<file path="config.mk">
export PLATFORM = sky130hd
export DESIGN_NAME = alu_ctrl_seq
export DESIGN_NICKNAME = d
export VERILOG_FILES = /design/src/rtl/alu_ctrl_pkg.sv /design/src/rtl/alu_ctrl_dec.sv /design/src/rtl/alu_ctrl_seq.sv
export SDC_FILE = /design/constraint.sdc
export NUM_CORES = 1
export LEC_CHECK = 0
export BUFFER_PORTS_ARGS = -buffer_cell sky130_fd_sc_hd__buf_2
export CORE_MARGIN = 1
export CORE_UTILIZATION = 51
export CTS_BUF_LIST = sky130_fd_sc_hd__clkbuf_4
export DETAILED_ROUTE_END_ITERATION = 8
export PLACE_DENSITY = 0.87
export SYNTH_ARGS = -nofsm -noshare
export SYNTH_HDL_FRONTEND = slang
export SYNTH_SLANG_ARGS = --single-unit
</file>
<file path="constraint.sdc">
create_clock -name clk_i -period 4.3 [get_ports clk_i]
set_clock_uncertainty 0.05 [all_clocks]
set_input_delay 0.215 -clock clk_i [delete_from_list [all_inputs] [get_ports clk_i]]
set_output_delay 0.215 -clock clk_i [all_outputs]
set_load 0.02 [all_outputs]
</file>
<file path="src/rtl/alu_ctrl_pkg.sv">
// Shared constants, FSM state type and decoded control word for the ALU control sequencer.
package alu_ctrl_pkg;

  // Main-control ALU op classes
  localparam logic [3:0] AluOpRtype = 4'b0000;
  localparam logic [3:0] AluOpAddi  = 4'b0001;
  localparam logic [3:0] AluOpSltiu = 4'b0010;
  localparam logic [3:0] AluOpBeq   = 4'b0011;
  localparam logic [3:0] AluOpLui   = 4'b0100;
  localparam logic [3:0] AluOpOri   = 4'b0101;
  localparam logic [3:0] AluOpBne   = 4'b0110;
  localparam logic [3:0] AluOpLw    = 4'b0111;
  localparam logic [3:0] AluOpSw    = 4'b1000;
  localparam logic [3:0] AluOpBlez  = 4'b1001;
  localparam logic [3:0] AluOpBgtz  = 4'b1010;
  localparam logic [3:0] AluOpJ     = 4'b1011;
  localparam logic [3:0] AluOpJal   = 4'b1100;

  // R-type function fields
  localparam logic [5:0] FnAddu = 6'b100001;
  localparam logic [5:0] FnSubu = 6'b100011;
  localparam logic [5:0] FnAnd  = 6'b100100;
  localparam logic [5:0] FnOr   = 6'b100101;
  localparam logic [5:0] FnSlt  = 6'b101010;
  localparam logic [5:0] FnSra  = 6'b000011;
  localparam logic [5:0] FnSrav = 6'b000111;
  localparam logic [5:0] FnSll  = 6'b000000;
  localparam logic [5:0] FnMul  = 6'b011000;
  localparam logic [5:0] FnJr   = 6'b001000;
  localparam logic [5:0] FnDivu = 6'b011011;

  // ALU control codes
  localparam logic [4:0] CtrlAddu    = 5'd0;
  localparam logic [4:0] CtrlSubu    = 5'd1;
  localparam logic [4:0] CtrlAnd     = 5'd2;
  localparam logic [4:0] CtrlOr      = 5'd3;
  localparam logic [4:0] CtrlSlt     = 5'd4;
  localparam logic [4:0] CtrlSra     = 5'd5;
  localparam logic [4:0] CtrlSrav    = 5'd6;
  localparam logic [4:0] CtrlSll     = 5'd7;
  localparam logic [4:0] CtrlMul     = 5'd8;
  localparam logic [4:0] CtrlJr      = 5'd9;
  localparam logic [4:0] CtrlAddi    = 5'd10;
  localparam logic [4:0] CtrlSltiu   = 5'd11;
  localparam logic [4:0] CtrlBeq     = 5'd12;
  localparam logic [4:0] CtrlLui     = 5'd13;
  localparam logic [4:0] CtrlOri     = 5'd14;
  localparam logic [4:0] CtrlBne     = 5'd15;
  localparam logic [4:0] CtrlLw      = 5'd16;
  localparam logic [4:0] CtrlSw      = 5'd17;
  localparam logic [4:0] CtrlBlez    = 5'd18;
  localparam logic [4:0] CtrlBgtz    = 5'd19;
  localparam logic [4:0] CtrlJ       = 5'd20;
  localparam logic [4:0] CtrlJal     = 5'd21;
  localparam logic [4:0] CtrlDivu    = 5'd22;
  localparam logic [4:0] CtrlIllegal = 5'h1f;

  typedef struct packed {
    logic [4:0] ctrl;
    logic       reg_write;
    logic       jump;
    logic       jump_src;
    logic       multi;
    logic       illegal;
  } dec_word_t;

  typedef enum logic [1:0] {StIdle, StRun1, StBusy} state_e;

endpackage

</file>
<file path="src/rtl/alu_ctrl_dec.sv">
// Purely combinational decode of funct/ALUOp into the control word.
module alu_ctrl_dec
  import alu_ctrl_pkg::*;
(
  input  logic [5:0] funct_i,
  input  logic [3:0] ALUOp_i,
  output dec_word_t  dec_o
);

  // Start from the flagged no-op so every unlisted encoding is illegal
  always_comb begin
    dec_o = '{ctrl: CtrlIllegal, reg_write: 1'b0, jump: 1'b0, jump_src: 1'b0,
              multi: 1'b0, illegal: 1'b1};
    case (ALUOp_i)
      AluOpRtype: begin
        dec_o.illegal   = 1'b0;
        dec_o.reg_write = 1'b1;
        case (funct_i)
          FnAddu: dec_o.ctrl = CtrlAddu;
          FnSubu: dec_o.ctrl = CtrlSubu;
          FnAnd:  dec_o.ctrl = CtrlAnd;
          FnOr:   dec_o.ctrl = CtrlOr;
          FnSlt:  dec_o.ctrl = CtrlSlt;
          FnSra:  dec_o.ctrl = CtrlSra;
          FnSrav: dec_o.ctrl = CtrlSrav;
          FnSll:  dec_o.ctrl = CtrlSll;
          FnMul: begin
            dec_o.ctrl  = CtrlMul;
            dec_o.multi = 1'b1;
          end
          FnDivu: begin
            dec_o.ctrl  = CtrlDivu;
            dec_o.multi = 1'b1;
          end
          FnJr: begin
            dec_o.ctrl      = CtrlJr;
            dec_o.reg_write = 1'b0;
            dec_o.jump      = 1'b1;
            dec_o.jump_src  = 1'b1;
          end
          default: begin
            dec_o.ctrl      = CtrlIllegal;
            dec_o.reg_write = 1'b0;
            dec_o.illegal   = 1'b1;
          end
        endcase
      end
      AluOpAddi:  begin dec_o.ctrl = CtrlAddi;  dec_o.illegal = 1'b0; dec_o.reg_write = 1'b1; end
      AluOpSltiu: begin dec_o.ctrl = CtrlSltiu; dec_o.illegal = 1'b0; dec_o.reg_write = 1'b1; end
      AluOpBeq:   begin dec_o.ctrl = CtrlBeq;   dec_o.illegal = 1'b0; end
      AluOpLui:   begin dec_o.ctrl = CtrlLui;   dec_o.illegal = 1'b0; dec_o.reg_write = 1'b1; end
      AluOpOri:   begin dec_o.ctrl = CtrlOri;   dec_o.illegal = 1'b0; dec_o.reg_write = 1'b1; end
      AluOpBne:   begin dec_o.ctrl = CtrlBne;   dec_o.illegal = 1'b0; end
      AluOpLw:    begin dec_o.ctrl = CtrlLw;    dec_o.illegal = 1'b0; dec_o.reg_write = 1'b1; end
      AluOpSw:    begin dec_o.ctrl = CtrlSw;    dec_o.illegal = 1'b0; end
      AluOpBlez:  begin dec_o.ctrl = CtrlBlez;  dec_o.illegal = 1'b0; end
      AluOpBgtz:  begin dec_o.ctrl = CtrlBgtz;  dec_o.illegal = 1'b0; end
      AluOpJ:     begin dec_o.ctrl = CtrlJ;     dec_o.illegal = 1'b0; dec_o.jump = 1'b1; end
      AluOpJal: begin
        dec_o.ctrl      = CtrlJal;
        dec_o.illegal   = 1'b0;
        dec_o.reg_write = 1'b1;
        dec_o.jump      = 1'b1;
      end
      default: ;
    endcase
  end

endmodule

</file>
<file path="src/rtl/alu_ctrl_seq.sv">
// Registered ALU control with multi-cycle sequencing for MUL/DIVU.
module alu_ctrl_seq
  import alu_ctrl_pkg::*;
#(
  parameter int unsigned CTRL_W     = 5,
  parameter int unsigned MUL_CYCLES = 4,
  parameter int unsigned DIV_CYCLES = 8
) (
  input  logic              clk_i,
  input  logic              rst_i,
  input  logic              valid_i,
  input  logic [5:0]        funct_i,
  input  logic [3:0]        ALUOp_i,
  input  logic              flush_i,
  output logic              stall_o,
  output logic              valid_o,
  output logic [CTRL_W-1:0] ALUCtrl_o,
  output logic              RegWrite2,
  output logic              Jump2,
  output logic              JumpSrc,
  output logic              mc_start_o,
  output logic              illegal_o
);

  localparam int unsigned MaxCycles = (MUL_CYCLES > DIV_CYCLES) ? MUL_CYCLES : DIV_CYCLES;
  localparam int unsigned CntW      = (MaxCycles > 1) ? $clog2(MaxCycles) : 1;
  localparam logic [CntW-1:0] MulLoad = CntW'(MUL_CYCLES - 1);
  localparam logic [CntW-1:0] DivLoad = CntW'(DIV_CYCLES - 1);

  state_e          state_q, state_d;
  logic [CntW-1:0] cnt_q, cnt_d;
  dec_word_t       word_q, word_d, dec;
  logic            mc_start_q, mc_start_d;
  logic            accept;

  alu_ctrl_dec u_dec (
    .funct_i (funct_i),
    .ALUOp_i (ALUOp_i),
    .dec_o   (dec)
  );

  // Handshake outputs decode registered state only
  assign stall_o = (state_q == StBusy) && (cnt_q != '0);
  assign valid_o = (state_q == StRun1) || ((state_q == StBusy) && (cnt_q == '0));
  assign accept  = valid_i & ~stall_o & ~flush_i;

  assign ALUCtrl_o  = word_q.illegal ? {CTRL_W{1'b1}} : CTRL_W'(word_q.ctrl);
  assign RegWrite2  = valid_o & word_q.reg_write;
  assign Jump2      = valid_o & word_q.jump;
  assign JumpSrc    = valid_o & word_q.jump_src;
  assign illegal_o  = valid_o & word_q.illegal;
  assign mc_start_o = mc_start_q;

  // Next state: flush wins, then accept, then count down, else fall back to idle
  always_comb begin
    state_d    = StIdle;
    cnt_d      = '0;
    word_d     = word_q;
    mc_start_d = 1'b0;
    if (flush_i) begin
      state_d = StIdle;
    end else if (accept) begin
      word_d     = dec;
      mc_start_d = dec.multi;
      if (dec.multi) begin
        state_d = StBusy;
        cnt_d   = (dec.ctrl == CtrlDivu) ? DivLoad : MulLoad;
      end else begin
        state_d = StRun1;
      end
    end else if (stall_o) begin
      state_d = StBusy;
      cnt_d   = cnt_q - 1'b1;
    end
  end

  // State, counter and output registers with synchronous reset
  always_ff @(posedge clk_i) begin
    if (rst_i) begin
      state_q    <= StIdle;
      cnt_q      <= '0;
      word_q     <= '0;
      mc_start_q <= 1'b0;
    end else begin
      state_q    <= state_d;
      cnt_q      <= cnt_d;
      word_q     <= word_d;
      mc_start_q <= mc_start_d;
    end
  end

endmodule

</file>
==> summary.md <==
| Metric | Value |
|---|---|
| Detailed Route WL | `2510 um` |
| Post-CTS Setup Inserts | `0` |
| DIE HEIGHT | `49.4 um` |
| CP Data Required Time | `4470 ps` |
| Layout Nets | `192` |
| Clock latency on the worst-skew pair | `~290 ps` |
| TritonRoute pass-1 iters | `4` |
| GRT Overall Usage | `21.9%` |
| Switching power | `approximately 0.000097 W` |
| Clock slew at reported path FFs | `~90 ps` |
| Register share of total power | `46.8%` |
| Initial DRC Count | `38` |
| DRC | `0` |
| WL/cell | `~12 um` |
| Synth cell types | `46` |
| Actual slew at the worst max-slew pin | `slightly above 1000 ps` |
| Resize count post-CTS | `0` |
| Internal power | `0.000219 W` |
| H-Tree Depth | `1` |
| Ports | `26` |
| CP endpoint kind | `register` |
| Clock Path Buffers | `2` |
| Final hold vios | `0` |
| Yosys warning total | `0` |
| Final critical-path share of the clock period | `46.5%` |
| Yosys reg bits | `15` |
| CTS tree | `yes` |
| Max Cap Viol | `0` |
| Initial core utilization | `between 50% and 60%` |
| Clock sinks | `15` |
| Via count | `about 1200` |
| Die Wd | `about 49 um` |
| Total gr overflow | `0` |
| Syn avg cell area | `between 7 and 8 um^2` |
| Post-synthesis cell area | `1150 um^2` |
| Dominant synthesized flop cell | `dfxtp_1` |
| Initial antenna violation count | `0` |
| Worst setup margin | `2300 ps` |
| Number of port buffers | `25` |
| Clock power frac | `between 20% and 30%` |
| Max Clock Freq | `approximately 500 MHz` |
| Final TNS setup | `0 ps` |
| Dominant cells by area after synthesis | `dfxtp_1, nor2_1, a21oi_1` |
| Rows | `16` |
| Vias per cell | `5.84` |
| Vias in the first global route | `1018` |
| Worst setup SP type | `register` |
| Area growth syn-to-layout | `12.3%` |
| TritonCTS buffer count | `3` |
| Post-synth ARST share | `0%` |
| Slew Limit Fails | `0` |
| CP arrival | `~2200 ps` |
| Combinational share of power | `approximately a quarter` |
| Max-slew headroom | `between 30% and 40%` |
| Largest net degree at the start of global routing | `15` |
| Top cell type by total area after synthesis | `dfxtp_1` |
| Worst-path fanout max | `14` |
| Leak | `a little over 0.5 nW` |
| Share of the yosys chip area belonging to registers | `between 20% and 30%` |
| Hpwl dp | `between 1500 and 2000 um` |
| Pre-CTS setup slack | `between 2000 and 2500 ps` |
| Layout cell share with drive strength beyond 1 | `between 20% and 30%` |
| Number of setup violations in the final report | `0` |
| Gpl congestion | `between 0.8 and 0.9` |
| ANT nets after route | `0` |
| RSZ-0062 raised after global routing | `no` |
| Die area | `~2400 um^2` |
| Post-synth top area share | `between 20% and 30%` |
| Syn_nets | `roughly 170` |
| Number of synthesized flops with an enable pin | `0` |
| Peak supply drop | `116 uV` |
| Core ar. | `slightly above 2000 um^2` |
| Hold Path Class | `input port to register` |
| Sw Ratio | `a little under a third` |
| CP Class | `register to register` |
| Pwr/cell area | `between 200 and 250 nW/um^2` |
| Crit path time final | `approximately 2000 ps` |
| Status | `completed` |
| Hold-fix buffers at CTS | `0` |
| Global-route wire length before repair | `approximately 4200 um` |
| Ant diodes | `0` |
| CTS Root Cell | `clkbuf_4` |
| Mapped Cells | `between 150 and 200` |
==> cell families (layout without fill, tap and decap cells) <==
family / count (synthesis) / count (layout) / share of synthesized area, %
AND/OR/NAND/NOR: 76 / 76 / 36.6
AO/OA/AOI/OAI: 44 / 44 / 26.5
buffers and inverters: 18 / 35 / 6.11
flip-flops: 15 / 15 / 26.2
adder cells (fa/ha/maj): 2 / 2 / 2.18
XOR/XNOR: 2 / 2 / 1.53
multiplexers: 1 / 1 / 0.872
==> worst max-delay path: stages, from the launching register on <==
cell      delay, ps
dfxtp_1         310
inv_1            90
ha_1            180
nand2b_1         70
a21oi_1         790
nand2_1         240
a21oi_1         210
==> final cells by class <==
class	count	area, um^2
clock buffer	4	30.0
tap	27	33.8
sequential	15	300
multi-input combinational	125	777
timing repair buffer	25	125
inverter	6	22.5
fill	190	753
==> cell usage after synthesis (all sizes together), types with 2 or more instances <==
cell    number
a211oi       2
a21oi       12
a311o        2
a311oi       4
a31oi        4
buf          2
clkbuf      10
dfxtp       15
ha           2
inv          6
nand2       12
nand2b       4
nand3        4
nand3b       3
nand4b       2
nor2        18
nor2b        9
nor3         5
nor3b        2
nor4         3
o21ai        7
or2          6
or3          3
or4          2
xor2         2
==> cells in the final DEF, fill, tap and decap left out, types with 4 or more instances in the layout <==
cell / netlist / layout
a21oi_1: 12 / 12
a31oi_1: 4 / 4
buf_2: 2 / 25
clkbuf_4: 0 / 4
dfxtp_1: 15 / 15
inv_1: 6 / 6
nand2_1: 12 / 12
nand2b_1: 4 / 4
nand3_1: 4 / 4
nor2_1: 18 / 18
nor2b_1: 9 / 9
nor3_1: 4 / 4
o21ai_1: 5 / 5
or2_2: 6 / 6
==> path summary, 6_finish.rpt <==
| path | from | to | slack (ps) | cells after the start |
|---|---|---|---|---|
| hold / removal | flush_i | cnt_q[0] | 190 | 3 |
| setup reg to reg | cnt_q[0] | state_q[1] | 2300 | 6 |
| hold reg to reg | word_q[6] | word_q[6] | 420 | 2 |
| setup / recovery | cnt_q[0] | state_q[1] | 2300 | 6 |
==> layer usage <==
metal	GRT usage [%]	share of wire [%]
met1	28.6	46
met2	37.2	49
met3	0.935	4.3
met4	9.05	1.2
met5	0	0
==> stage by stage <==
step,util (%),cells,cell area [um^2],hold slack (ps),total power [W]
global route,63.1,202,1290,203,0.000332
finish,63.1,202,1290,192,0.000315
detailed placement,61.6,198,1260,408,0.000231
global placement,61.6,198,1260,389,0.000228
CTS,63.1,202,1290,190,0.000316
floorplan,-,158,1150,362,0.000210
==> state kept, by name, indices dropped and copies added, names as in the netlist <==
register    count
state_q         2
cnt_q           3
mc_start_o      1
word_q          9
==> power by group through the flow <==
stage,combinational (W),clock [W],sequential [W]
floorplan,0.0000603,0,0.000150
global route,0.0000894,0.0000940,0.000149
detailed placement,0.0000802,0,0.000151
global placement,0.0000772,0,0.000151
finish,0.0000808,0.0000868,0.000148
CTS,0.0000804,0.0000874,0.000148
No activity file was read; power rests on OpenSTA's default activity.
